===== src/rtl/fifo_sync_flags.sv =====
// Single-clock FIFO with power-of-2 depth, optional first-word-fall-through read,
// programmable almost-full/almost-empty thresholds, fill level and sticky error flags.
module fifo_sync_flags #(
  parameter int WIDTH    = 8,
  parameter int DEPTH    = 16,
  parameter int AF_LEVEL = 14,
  parameter int AE_LEVEL = 2,
  parameter int FWFT     = 0
) (
  input  logic                       clk,
  input  logic                       rst,
  input  logic                       wr_en,
  input  logic [WIDTH-1:0]           din,
  input  logic                       rd_en,
  output logic [WIDTH-1:0]           dout,
  output logic                       full,
  output logic                       empty,
  output logic                       almost_full,
  output logic                       almost_empty,
  output logic [$clog2(DEPTH):0]     level,
  output logic                       overflow,
  output logic                       underflow,
  input  logic                       clr_err
);

  localparam int AW = $clog2(DEPTH);
  localparam logic [AW:0] DEPTH_LVL = (AW+1)'(DEPTH);
  localparam logic [AW:0] AF_LVL    = (AW+1)'(AF_LEVEL);
  localparam logic [AW:0] AE_LVL    = (AW+1)'(AE_LEVEL);

  logic [WIDTH-1:0] mem [DEPTH];
  logic [AW-1:0]    wr_ptr_reg;
  logic [AW-1:0]    rd_ptr_reg;
  logic [AW:0]      level_reg;
  logic             overflow_reg;
  logic             underflow_reg;
  logic             rd_acc;
  logic             wr_acc;

  // A write while full only goes through when a pop frees the slot in the same cycle.
  assign rd_acc = rd_en & ~empty;
  assign wr_acc = wr_en & (~full | rd_acc);

  assign full         = (level_reg == DEPTH_LVL);
  assign empty        = (level_reg == '0);
  assign almost_full  = (level_reg >= AF_LVL);
  assign almost_empty = (level_reg <= AE_LVL);
  assign level        = level_reg;
  assign overflow     = overflow_reg;
  assign underflow    = underflow_reg;

  // Storage has no reset so it maps onto block or distributed RAM.
  always_ff @(posedge clk) begin
    if (!rst && wr_acc) begin
      mem[wr_ptr_reg] <= din;
    end
  end

  always_ff @(posedge clk) begin
    if (rst) begin
      wr_ptr_reg    <= '0;
      rd_ptr_reg    <= '0;
      level_reg     <= '0;
      overflow_reg  <= 1'b0;
      underflow_reg <= 1'b0;
    end else begin
      if (wr_acc) begin
        wr_ptr_reg <= wr_ptr_reg + 1'b1;
      end
      if (rd_acc) begin
        rd_ptr_reg <= rd_ptr_reg + 1'b1;
      end
      case ({wr_acc, rd_acc})
        2'b10:   level_reg <= level_reg + 1'b1;
        2'b01:   level_reg <= level_reg - 1'b1;
        default: level_reg <= level_reg;
      endcase
      // A fresh error in the clear cycle keeps the flag set.
      overflow_reg  <= (overflow_reg & ~clr_err) | (wr_en & ~wr_acc);
      underflow_reg <= (underflow_reg & ~clr_err) | (rd_en & empty);
    end
  end

  generate
    if (FWFT != 0) begin : g_fwft
      assign dout = empty ? '0 : mem[rd_ptr_reg];
    end else begin : g_std
      logic [WIDTH-1:0] dout_reg;
      always_ff @(posedge clk) begin
        if (rst) begin
          dout_reg <= '0;
        end else if (rd_acc) begin
          dout_reg <= mem[rd_ptr_reg];
        end
      end
      assign dout = dout_reg;
    end
  endgenerate

endmodule


===== config.mk =====
export PLATFORM = sky130hd
export DESIGN_NAME = fifo_sync_flags
export DESIGN_NICKNAME = d
export VERILOG_FILES = /design/src/rtl/fifo_sync_flags.sv
export SDC_FILE = /design/constraint.sdc
export NUM_CORES = 1
export LEC_CHECK = 0
export ABC_CLOCK_PERIOD_IN_PS = 2600
export CORE_AREA = 5 5 131 133
export DETAILED_ROUTE_END_ITERATION = 16
export DIE_AREA = 0 0 136 138
export GPL_TIMING_DRIVEN = 0
export PLACE_DENSITY = 0.63
export SYNTH_ARGS = -nofsm -noshare
export SYNTH_HDL_FRONTEND = slang
export SYNTH_SLANG_ARGS = --single-unit

===== constraint.sdc =====
create_clock -name clk -period 2.6 [get_ports clk]
set_input_delay 0.26 -clock clk [delete_from_list [all_inputs] [get_ports clk]]
set_output_delay 0.26 -clock clk [all_outputs]
set_load 0.01 [all_outputs]

; ---- Word-level counts from Yosys, hierarchy flattened
; Memories as Yosys holds them, arrays and structs flattened. A register that Yosys moved wholly into a read port is not among the register bits.
; Cells that the tools add are included.
; Widths: inputs -> output; s select.
[totals]
reg_bits = 15
ramBits = 128
inputBits = 13
output_inout_bits = 19
word_cells = 35
memories = 1
[mem_list]
columns = memory, depth, width, rd, rd_ports_with_merged_regs, wr, line_no
row1 = mem, 16, 8, 1, 1, 1, 31  ; logic [WIDTH-1:0] mem [DEPTH];
[op_classes]
n_addsub = 4
magnitude_cmp = 2
n_eq_ne = 3
mux = 3
n_bitwise = 13
n_reduce_logical = 4
[ops]
columns = op, n
row1 = $pmux 5 s2, 1
row2 = $add 4x1->4 const B, 2
row3 = $and 1x1->1, 6
row4 = $add 5x1->5 const B, 1
row5 = $eq 5x5->1 const B, 1
row6 = $ge 5x4->1 const B, 1
row7 = $le 5x2->1 const B, 1
row8 = $logic_not 5->1, 1
row9 = $sub 5x1->5 const B, 1
row10 = $not 1->1, 4
row11 = $or 1x1->1, 3
row12 = $eq 2x1->1 const B, 1
row13 = $eq 2x2->1 const B, 1
row14 = $mux 1, 2
row15 = $reduce_bool 2->1, 1
row16 = $logic_and 1x1->1, 1
row17 = $logic_not 1->1, 1

; ---- Logic depth before layout (Yosys ltp)
; Gate-level depths: netlist (run 1).
[depth]
depth_word = 8
ltp_mapped = 9
mapped_depth_nobuf = 8

; ---- Worst setup path after synthesis (run 1)
; OpenSTA, ideal clock, no wires.
[synth_timing]
path_type = input port to flip-flop
startpoint = input rd_en
endpoint = register level_reg[4] (netlist: level[4])
setup_ns = 0.095
arrival_ns = 2.599
required_ns = 2.505
slack_ns = -0.095
stages = 9
n_path_buf = 1
path_cell_list = clkbuf_1 -> nand2b_1 -> a21oi_1 -> inv_1 -> fa_1 -> nand2b_1 -> a21oi_1 -> mux2_2 -> a221oi_1
[synth_via]
elab_chain_cells = 5
elab_cells_between_ends = 7
[synth_lines]
columns = element, line_no
row1 = start: declaration, 14  ; input logic rd_en,
row2 = $and 1x1->1 (*), 41  ; assign rd_acc = rd_en & ~empty;
row3 = $or 1x1->1, 42  ; assign wr_acc = wr_en & (~full | rd_acc);
row4 = $and 1x1->1, 42
row5 = $eq 2x1->1 or $eq 2x2->1 (tied branches), 73  ; case ({wr_acc, rd_acc})
row6 = $pmux 5 s2 or $reduce_bool 2->1 (tied branches), -
row7 = end signal: assignment, 74  ; 2'b10: level_reg <= level_reg + 1'b1;
row8 = end signal: assignment, 75  ; 2'b01: level_reg <= level_reg - 1'b1;
row9 = end signal: assignment, 76  ; default: level_reg <= level_reg;
row10 = end: declaration, 34  ; logic [AW:0] level_reg;
; Mark *: on every way between the ends. The rest lies on a longest branch, timed or not.
; A chain may end at the register's enable or synchronous reset.

; ---- Final worst setup path (run 1)
[layout_timing]
startpoint = register level_reg[0] (netlist: level[0])
endpoint = output full
[layout_via]
elab_chain_cells = 1
[layout_lines]
columns = element, line_no
row1 = $eq 5x5->1, 44  ; assign full = (level_reg == DEPTH_LVL);
row2 = end: declaration, 16  ; output logic full,
; No other way between the ends.

==> results of run 1 <==
## cell families (layout without fill, tap and decap cells)
group	Yosys count	count (layout)
simple gates	91	91
xor+xnor	5	5
mux	57	57
compound gates	43	43
fa+ha+maj	9	9
flops	151	151
buf+inv	25	88
## how the worst max path moves through the flow
stage / to / slack (ps)
after detailed placement: level[4] / -690
after global routing: full / 60
after CTS: level[4] / 10
after floorplan: level[4] / 30
after global placement: level[4] / -560
final: full / 130
## power groups by stage
stage / combinational (mW) / clock, mW / sequential [mW]
after global placement: 1.50 / 0 / 2.93
after global routing: 1.72 / 2.66 / 2.94
after CTS: 1.58 / 2.55 / 2.91
after detailed placement: 1.53 / 0 / 2.94
after floorplan: 0.924 / 0 / 2.95
final: 1.58 / 2.51 / 2.92
## stage by stage
| step | power (mW) | util, % | hold slack (ps) |
|---|---|---|---|
| 2_1_floorplan | 3.879 | - | 358.9 |
| 3_3_place_gp | 4.430 | 42.84 | 454.4 |
| 3_5_place_dp | 4.471 | 42.84 | 480.2 |
| 4_1_cts | 7.035 | 46.89 | 398.1 |
| 5_1_grt | 7.321 | 47.05 | 453.2 |
| 6_report | 7.008 | 47.05 | 405.6 |
## Yosys cell counts, drive strengths merged
| master | n | share of area [%] |
|---|---|---|
| a21o | 1 | 0.12 |
| a21boi | 1 | 0.18 |
| nor4 | 9 | 0.91 |
| fa | 1 | 0.33 |
| xnor2 | 2 | 0.28 |
| a21oi | 7 | 0.75 |
| o21ai | 2 | 0.16 |
| nand4 | 1 | 0.10 |
| nor3 | 8 | 0.65 |
| nand3b | 2 | 0.24 |
| xor2 | 3 | 0.43 |
| nand2b | 7 | 0.71 |
| nor2 | 40 | 2.4 |
| mux2 | 5 | 1.1 |
| nor2b | 5 | 0.51 |
| nand4b | 1 | 0.14 |
| o31a | 1 | 0.28 |
| nand2 | 9 | 0.55 |
| and3 | 1 | 0.10 |
| mux2i | 36 | 6.1 |
| or3 | 3 | 0.30 |
| o211ai | 1 | 0.12 |
| a211o | 1 | 0.14 |
| nand3 | 3 | 0.24 |
| dfxtp | 23 | 7.5 |
| o22ai | 16 | 1.6 |
| mux4 | 16 | 5.9 |
| inv | 7 | 0.43 |
| a22o | 8 | 1.1 |
| or4 | 1 | 0.12 |
| a2111oi | 1 | 0.14 |
| ha | 8 | 1.6 |
| or3b | 1 | 0.14 |
| clkbuf | 5 | 0.30 |
| a31oi | 2 | 0.20 |
| o311ai | 1 | 0.43 |
| edfxtp | 128 | 62 |
| buf | 13 | 1.1 |
| a221oi | 1 | 0.14 |
## repair_timing
| action | CTS | global route |
|---|---|---|
| setup buffers | 0 | 1 |
| endpoints found under the setup margin | 1 | 1 |
| gates resized for setup | 6 | 7 |
## per-layer routing
metal | up-vias | share of wire, % | GRT usage (%)
met5 | - | 0 | 0
met4 | 0 | 1.9 | 5.464
met3 | 21 | 6.1 | 4.572
met2 | 106 | 50 | 24.33
met1 | 1768 | 42 | 20.11
li1 | 1587 | - | -
## critical path, cell delays in order (launching register included)
cell and delay, ps:
dfxtp_2 360, or4_1 540, buf_6 160, nor2_1 140
clkdlybuf4s50_1 570
## final cells by class
class                   count  share of cell area, %
clock inverters            10                  1.692
clock buffers              22                  6.549
plain buffers              18                  1.151
flip-flops and latches    151                  58.33
multi-input cells         205                  24.07
well taps                 216                  3.655
inverters                   7                 0.4062
repair buffers             31                  4.146
## cell usage in the layout, fill, tap and decap left out, types with 9 or more instances in the layout
master,Yosys,routed
clkdlybuf4s50_1,0,29
nor2_1,40,40
mux4_2,16,16
nand2_1,9,9
o22ai_1,16,16
edfxtp_1,128,128
dfxtp_1,23,18
clkbuf_16,0,17
mux2i_1,35,35
==> qor.csv, run 1 <==
metric,value,unit
largest_register_ffs,128,
run_status,completed,
ctsHoldBuffers,0,
viasPerCell,5.276,
clock_power_share,35.8,%
final_cell_area,7393,um^2
drt_first_iter_violations,320,
die_area,18770,um^2
grt.total_usage,15.36,%
core_area,15710,um^2
drive_gt1_share,16.44,%
overflow,0,
multi_input_comb_area,1779,um^2
pre_cts_ws,-686.3,ps
syn-num-nets,403,
fillers,1337,
synth-seq-cells,151,
p_leak,2.358,nW
fin_skew,8.937,ps
worst-endpoint-required,2340,ps
cap_violations,0,
cts_buffer_depth,2,
combPwrFrac,22.6,%
max-vdd-ir-drop,0.0008459,V
layout.nets,453,
numPortBuffers,30,
placed_cell_area,6731,um^2
clock_latency,420,ps
whs_path_depth,3,
place_hpwl,8.672,mm
relSlewSlack,35.28,%
muxShareOfSynthArea,13.01,%
synth_warnings,0,
synth-compound-area-share,5.446,%
reg2reg_depth,8,
min_period,2466,ps
cts_tree,yes,
reg2reg_from,level[4],
remaining_drc_errors,0,
syn_area,6157,um^2
htreeDepth,4,
die_x,136,um
r2r_end,level[4],
netlist_instances,381,
r2r_slack,150,ps
synthAdderAreaFrac,1.951,%
hold_start,rd_en,
ioPinCount,32,
synthXorXnorAreaFrac,0.7112,%
seq_area,4313,um^2
critPathLaunch,level[0],
cp-start-kind,flip-flop,
routedWlPerCell,20.55,um
rsz0062_at_grt,false,
antenna_found_initial,0,
clockRootBuffer,clkbuf_16,
power_frac_seq,41.6,%
first_pass_iters,4,
power_switching,1.873,mW
place_inst,627,
hp-class,in -> reg,
synthSimpleGateAreaFrac,7.173,%
rows,46,
synth_cell_types,46,
worstHoldEndpoint,underflow,
fin_crit_sh,94.84,%
fin_cells,660,
grt_pass1_wl,21.22,mm
yosysSeqAreaShare,69.90,%
initial_utilization,39.19,%
grt_pass1_vias,3579,
die_y,138,um
power_switching_share,26.73,%
fin_tns_setup,0,ps
setup_viol,0,
max_freq,405.5,MHz
syn-mean-instance-area,16.16,um^2
ant_nets,0,
vias,3482,
timing.final.ws_setup,134.1,ps
synth_top_family_by_area,multiplexers,
tightestPinTransition,967.2,ps
diodes,0,
clock_sinks,151,
pwr_density_cell,947.9,nW/um^2
cts_buffers,17,
path_max_fanout,8,
area_growth,20.08,%
critPathArrivalTime,2210,ps
power.internal,5.135,mW
drv_slew,0,
path_clk_slew,60,ps
path_class,reg -> out,
drt-total-wl,13.57,mm
routabilityCongestion,0.8039,
grt_max_degree,17,
endpoint_kind,output pin,
hold_violations,0,
Power figures use the tool's default switching activity.
==> run 2: changes to the inputs <==
DONT_BUFFER_PORTS = 1   (was not set)
PLACE_DENSITY = 0.6   (was 0.63)
==> run 2 against run 1 <==
  * Final cell count shrank 3.0%
  * Critical path depth grew 2
  * Core utilization decreased by 1.3 points
  * Total power is 3.5% lower
  * Count of clock-buffer cells in the layout is 5 lower
  * Die area did not move
  * Setup slack improved by 10 ps
  * Combinational power down 20%
  * Wire length down 2.9%
  * Design area down 2.7%
  * Global-route usage shrank 0.65 points
  * Sequential power grew 2%
  * Largest power group unchanged
==> qor.csv, run 2 (synthesis gave the netlist of run 1 again) <==
metric,value,unit
fin_skew,6.633,ps
max_freq,407.3,MHz
clock_latency,420,ps
numPortBuffers,0,
hold_slack,21.21,ps
min_period,2455,ps
path_max_fanout,10,
hp-class,in -> reg,
antenna_found_initial,0,
path_class,reg -> reg,
reg2reg_from,rd_ptr_reg[2],
rsz0062_at_grt,false,
rows,46,
p_leak,2.276,nW
layout.nets,433,
run_status,completed,
ant_nets,0,
max_stage_delay,520,ps
core_area,15710,um^2
drt-total-wl,13.18,mm
area_growth,16.79,%
remaining_drc_errors,0,
overflow,0,
ioPinCount,32,
critPathArrivalTime,2750,ps
path_buf_inv,2,
die_area,18770,um^2
vias,3357,
power_switching,1.861,mW
drt_first_iter_violations,289,
fillers,1375,
first_pass_iters,5,
die_x,136,um
power.internal,4.902,mW
initial_utilization,39.19,%
clockRootBuffer,clkbuf_16,
clock_sinks,151,
final_core_util,45.76,%
endpoint_kind,flip-flop,
routedWlPerCell,20.59,um
pwr_density_cell,940.5,nW/um^2
clock_power_share,37.3,%
grt_max_degree,17,
drive_gt1_share,17.69,%
max-vdd-ir-drop,0.0006447,V
power_switching_share,27.52,%
die_y,138,um
place_hpwl,8.495,mm
critPathTopFamily,buffers and inverters,
grt_pass1_vias,3352,
routabilityCongestion,0.7802,
viasPerCell,5.245,
cts_tree,yes,
drv_slew,0,
grt.total_usage,14.72,%
pre_cts_ws,-349.2,ps
setup_viol,0,
combPwrFrac,18.8,%
fin_crit_sh,94.44,%
hold_violations,0,
critPathLaunch,rd_ptr_reg[2],
relSlewSlack,35.43,%
htreeDepth,4,
crit_chain,"buf_2, clkbuf_1, mux4_2, a22o_1, nor4_1, nor3_1",
hold_start,wr_en,
worst-endpoint-required,2890,ps
power_frac_seq,44.0,%
largest_register_ffs,128,
diodes,0,
cp-start-kind,flip-flop,
cp_slowest_cell,clkbuf_1,
cap_violations,0,
grt_pass1_wl,20.10,mm
cts_buffer_depth,2,
final_cell_mix,"edfxtp_1, nor2_1, mux2i_1",
final_common_cell,edfxtp_1,
path_clk_slew,60,ps
timing.final.ws_setup,144.6,ps
tightestPinTransition,964.9,ps
cts_buffers,17,
-- run 2: cell types whose count changed in the layout (fill, tap and decap cells not counted), moves of 2 or more --
cell / before / now
dlygate4sd3_1: 0 / 8
clkinvlp_4: 1 / 4
clkdlybuf4s50_1: 29 / 0
buf_4: 1 / 3
clkbuf_8: 4 / 0
-- run 2: worst paths after layout --
path	end	slack, ps	cells after the start
worst max-delay path	dout[6]	140	6
worst min register to register	overflow	540	2
worst min-delay path	overflow	20	2
worst max register to register	dout[6]	140	6
-- run 2: power groups by stage --
stage	combinational, mW	clock [mW]	sequential, mW
after floorplan	0.924	0	2.95
after global placement	1.12	0	3.00
after detailed placement	1.16	0	3.01
after CTS	1.24	2.56	2.97
after global routing	1.39	2.68	3.00
final	1.27	2.52	2.97
-- run 2: layer usage --
metal	track usage (%)	share of wire, %	vias up
met5	0	0	-
met3	4.753	5.7	15
met4	3.926	1.5	0
li1	-	-	1548
met1	20.16	44	1704
met2	22.69	49	90
-- run 2: repair_timing --
item / 4_1_cts / 5_1_grt
setup buffers: 0 / 3
hold buffers: 8 / 0
pin swaps: 0 / 1
endpoints found under the setup margin: 1 / 1
gates cloned: 0 / 0
gates resized for setup: 5 / 7
hold endpoints to repair: 128 / 0
-- run 2: area by class of cell --
cell class	count	area, um^2	share of cell area, %
multi-input cells	205	1779	24.74
repair buffers	11	102.6	1.427
well taps	216	270.3	3.758
inverters	7	30.03	0.4176
clock buffers	17	425.4	5.916
clock inverters	15	185.2	2.575
flip-flops and latches	151	4313	59.98
plain buffers	18	85.08	1.183
-- run 2: per-stage QoR --
stage	total power, mW	area (um^2)	std cells	TNS [ps]
2_1_floorplan	3.879	6161	381	0
3_5_place_dp	4.165	6431	597	-349.2
3_3_place_gp	4.123	6431	597	-246.9
5_1_grt	7.070	7191	640	0
4_1_cts	6.768	7149	637	0
6_report	6.763	7191	640	0
